File: src/rtl/dc_useq.sv
// ============================================================================
// dc_useq : F-11 microcode sequencer, reader end of the dc_rom store.  Rev 1.0
// ============================================================================
`default_nettype none

module dc_useq #(
  parameter logic [8:0] RESET_ADDR  = 9'h000,
  parameter logic [8:0] TRAP_ADDR   = 9'h008,
  parameter int         STACK_DEPTH = 4
) (
  input  logic        clk,
  input  logic        rst,
  output logic [9:0]  rom_a,
  output logic        rom_cen,
  input  logic [8:0]  rom_ma,
  input  logic [15:0] rom_mc,
  input  logic        ax,
  input  logic        stall,
  input  logic        trap_req,
  input  logic        jmp_req,
  input  logic [8:0]  jmp_addr,
  input  logic        call_en,
  input  logic        ret_en,
  output logic [15:0] mc_out,
  output logic        mc_valid,
  output logic [9:0]  cur_addr,
  output logic        stk_err
);

  localparam int            SPW     = $clog2(STACK_DEPTH);
  localparam logic [SPW:0]  SP_FULL = (SPW+1)'(STACK_DEPTH);
  localparam logic [SPW:0]  SP_ONE  = (SPW+1)'(1);

  typedef enum logic [0:0] {
    S_RST = 1'b0,
    S_RUN = 1'b1
  } state_t;

  state_t       state_q, state_d;
  logic [SPW:0] sp_q, sp_d;
  logic [8:0]   stack_q [STACK_DEPTH];
  logic [9:0]   cur_addr_q;
  logic         stk_err_q, stk_err_d;
  logic         push;
  logic [8:0]   next_addr;
  logic [SPW:0] sp_m1;

  assign sp_m1    = sp_q - SP_ONE;
  assign mc_out   = rom_mc;
  assign cur_addr = cur_addr_q;
  assign stk_err  = stk_err_q;

  always_comb begin
    state_d   = state_q;
    sp_d      = sp_q;
    stk_err_d = stk_err_q;
    push      = 1'b0;
    next_addr = rom_ma;
    rom_cen   = 1'b1;
    mc_valid  = 1'b0;
    rom_a     = {ax, RESET_ADDR};
    case (state_q)
      S_RST: begin
        state_d = S_RUN;
      end
      S_RUN: begin
        mc_valid = 1'b1;
        if (stall) begin
          // ROM output frozen; re-present the same address so nothing moves
          rom_cen = 1'b0;
          rom_a   = cur_addr_q;
        end else begin
          if (trap_req) begin
            next_addr = TRAP_ADDR;
            sp_d      = '0;
          end else if (jmp_req && call_en) begin
            next_addr = jmp_addr;
            if (sp_q == SP_FULL) begin
              stk_err_d = 1'b1;
            end else begin
              push = 1'b1;
              sp_d = sp_q + SP_ONE;
            end
          end else if (jmp_req) begin
            next_addr = jmp_addr;
          end else if (ret_en) begin
            if (sp_q == '0) begin
              stk_err_d = 1'b1;
            end else begin
              next_addr = stack_q[sp_m1[SPW-1:0]];
              sp_d      = sp_m1;
            end
          end
          rom_a = {ax, next_addr};
        end
      end
      default: state_d = S_RST;
    endcase
  end

  always_ff @(posedge clk) begin
    if (rst) begin
      state_q    <= S_RST;
      sp_q       <= '0;
      stk_err_q  <= 1'b0;
      cur_addr_q <= {1'b0, RESET_ADDR};
    end else begin
      state_q   <= state_d;
      sp_q      <= sp_d;
      stk_err_q <= stk_err_d;
      if (rom_cen) cur_addr_q <= rom_a;
    end
  end

  // Stack storage needs no reset: entries above sp are never read.
  always_ff @(posedge clk) begin
    if (!rst && push) stack_q[sp_q[SPW-1:0]] <= rom_ma;
  end

endmodule

`default_nettype wire

File: config.mk
export PLATFORM = sky130hd
export DESIGN_NAME = dc_useq
export DESIGN_NICKNAME = d
export VERILOG_FILES = /design/src/rtl/dc_useq.sv
export SDC_FILE = /design/constraint.sdc
export NUM_CORES = 1
export LEC_CHECK = 0
export ABC_AREA = 1
export BUFFER_PORTS_ARGS = -buffer_cell sky130_fd_sc_hd__buf_2
export CORE_MARGIN = 1.5
export CORE_UTILIZATION = 37
export CTS_BUF_LIST = sky130_fd_sc_hd__clkbuf_2
export CTS_CLUSTER_DIAMETER = 80
export DETAILED_ROUTE_END_ITERATION = 16
export GPL_ROUTABILITY_DRIVEN = 0
export GPL_TIMING_DRIVEN = 0
export MAX_ROUTING_LAYER = met4
export PLACE_DENSITY = 0.72
export SLEW_MARGIN = 20
export SYNTH_ARGS = -nofsm -noshare
export SYNTH_HDL_FRONTEND = slang
export SYNTH_SLANG_ARGS = --single-unit
File: constraint.sdc
create_clock -name clk -period 2.2 [get_ports clk]
set_input_delay 0 -clock clk [delete_from_list [all_inputs] [get_ports clk]]
set_output_delay 0 -clock clk [all_outputs]
set_load 0.02 [all_outputs]
==> impl_results.md <==
- Wirelength, routed: 6284 microns
- Async S/R FF share, synth: 0%
- Vias in the first global route: 2056
- Core area: 6422 sq um
- Least-Margin Pin Slew: 918.3 ps
- Distinct cells, synth: 27
- Die Y: 84.91 microns
- Final Net Count: 398
- Initial Util: 38.65%
- Worst Hold Launch: stall
- Routed vias: 2137
- Cts bufs inserted: 5
- Hold path cells: 6
- Chip width: 84.91 microns
- Sequential share of the synthesized area: 55.65%
- CP required: 2290 ps
- Row count: 29
- Final setup fails: 0
- Syn Area/Cell: 9.475 sq um
- CTS tree: yes
- Worst Path Max Fanout: 12
- Outcome: finished with violations
- Hold Worst Slack: 15.29 ps
- Critical Path AT: 2250 ps
- Worst-Skew Late Latency: 430 ps
- Prevailing post-synth register cell: edfxtp_1
- Final Hold Violating Endpoints: 0
- Most frequent cells in the layout: nand2_1, buf_2, edfxtp_1
- Slew HR: 38.55%
- Critical Path Sink Type: flop
- Largest area contributor in the netlist: edfxtp_1
- Sum Neg Setup Slack: 0 ps
- Syn Inst Count: 262
- Total global-route track usage: 18.13%
- Port-buffer cells: 64
- Maximum root-to-sink buffer count: 2
- Cell Area, Synth: 2482 sq um
- Final Skew: 8.615 ps
- Remaining Overflow, GRT: 0
- Slew Limit Fails: 0
- FF-to-FF setup slack: 40 ps
- Setup CP Type: flop to flop
- DRC Markers: 16
- Reg2Reg Depth: 6
- 1st-iter DRT viols: 148
- Largest cells by area after synthesis: edfxtp_1, dfxtp_1, nand2_1, nand3_1, buf_4
- Area Overhead vs Synth: 29.28%
- Synthesized flop and latch total: 51
- Yosys warns: 0
- Hold Crit Class: primary input to flop
- Initial antenna violation count: 0
- Placed insts: 403
- Period utilization: 98.17%
- Number of detailed-route iterations in the first pass: 10
- Pwr Density: 619.9 nW/um^2
- R2r startpoint: sp_q[0]
- Mapped Nets: 309
- Fmax: 463.0 MHz
- Layout Cells excl Fill: 429
- Max-cap viol count: 0
- Detailed-route vias per instance: 4.981
- VDD IR max: 0.4127 mV
- Number of I/O pins: 81
- RSZ-0062 raised after global routing: true
- CTS sink count: 51
- Root buffer cell: clkbuf_2
- Layout cells sized above 1: 32.67%
- Post-layout min period: 2160 ps
- CP Launch Type: flop
- Detailed Place HPWL: 4292 microns
- WHS Endpoint: cur_addr[3]
- Number of synthesized flops with an enable pin: 36
- Diode count: 0
- Area share of the leading cell type in the synthesized netlist: 43.55%
- Util after Layout: 49.97%
- Final Total Pwr: 0.001990 W
- Die area: 7210 sq um
- Most common cell after layout, fill and taps aside: nand2_1
- Clock-pin slew on the worst setup and hold paths: 240 ps
- WL per Instance: 14.65 microns
- First-pass GRT wire length: 9742 microns
- H-tree levels: 2
- Largest net degree at the start of global routing: 16
- Final ANT Viol Nets: 0
- P_leak: 1.435 nW
- R2r endpoint: stack_q[2][5]
- Failing checks: design-rule violations
==> report_power, final <==
part	switching (W)	internal, W
combinational	0.000201	0.000141
sequential	0.00000550	0.00104
clock	0.000294	0.000310
total	0.000500	0.00149
==> worst max-delay path: stages, from the launching register on <==
cell and delay [ps]:
dfxtp_2 380, inv_1 50, buf_6 160, ha_4 190, a21oi_1 190, nand3_1 140, nor2_1 720
==> cells in the mapped netlist (2+ instances only) <==
cell type   n
a21oi_1    22
inv_1      13
a21o_1      8
buf_2       3
nand2_4     2
clkbuf_1    2
nand3_2     2
nor2_1      8
buf_6       3
a21oi_2     3
o21ai_0    12
buf_4      17
dfxtp_1    15
nand3_1    29
clkinv_1    2
inv_2       3
edfxtp_1   36
nand2_1    69
ha_1        5
==> per-stage QoR <==
step / setup WS (ps) / instance area (sq um)
finish: 40.23 / 3209
floorplan: 256.4 / 2489
global placement: -280.7 / 2905
CTS: -11.23 / 3196
global route: -117.3 / 3209
detailed placement: -173.5 / 2914
==> final cells by class <==
type                            count  area, sq um
Inverter                           19        76.32
Clock buffer                        6        30.03
Tap cell                           77        96.34
Fill cell                         589         3213
Buffer                             25        193.9
Sequential cell                    51         1384
Timing Repair Buffer               82        498.0
Clock inverter                      2        60.06
Multi-Input combinational cell    167        870.8
==> what timing repair did <==
action                                  CTS  global route
buffers inserted                          0             1
endpoints found under the setup margin   36            36
resized for setup                         6             4
hold buffers                             17             0
hold endpoints to repair                 47             0
gates cloned                              0             0
==> flip-flops by register name, summed over array words and instances (netlist names) <==
name      flops
stack_q      36
cur_addr     10
sp_q          3
state_q       1
stk_err       1
==> logic make-up (layout without fill, tap and decap cells) <==
group | count (synthesis) | in the layout | share of synthesized area (%)
buf+inv | 44 | 134 | 10.38
simple gates | 113 | 113 | 19.96
flops | 51 | 51 | 55.65
xor+xnor | 2 | 2 | 0.7058
compound gates | 47 | 47 | 10.79
fa+ha+maj | 5 | 5 | 2.520
==> worst max path at each step <==
stage,from,end,cells past startpoint
final,sp_q[0],stack_q[2][5],6
after global routing,state_q,stack_q[3][8],6
after CTS,sp_q[0],stack_q[2][3],6
after detailed placement,sp_q[0],stack_q[2][0],6
after global placement,sp_q[0],stack_q[0][0],5
after floorplan,sp_q[0],stack_q[0][0],5
==> metal layers <==
layer	vias up	global-route usage, %	wire length (microns)
met2	89	31.56	3274
li1	1043	-	-
met4	0	5.663	104
met3	12	3.405	449
met5	-	-	0
met1	993	21.27	2456
Power figures use the tool's default switching activity.
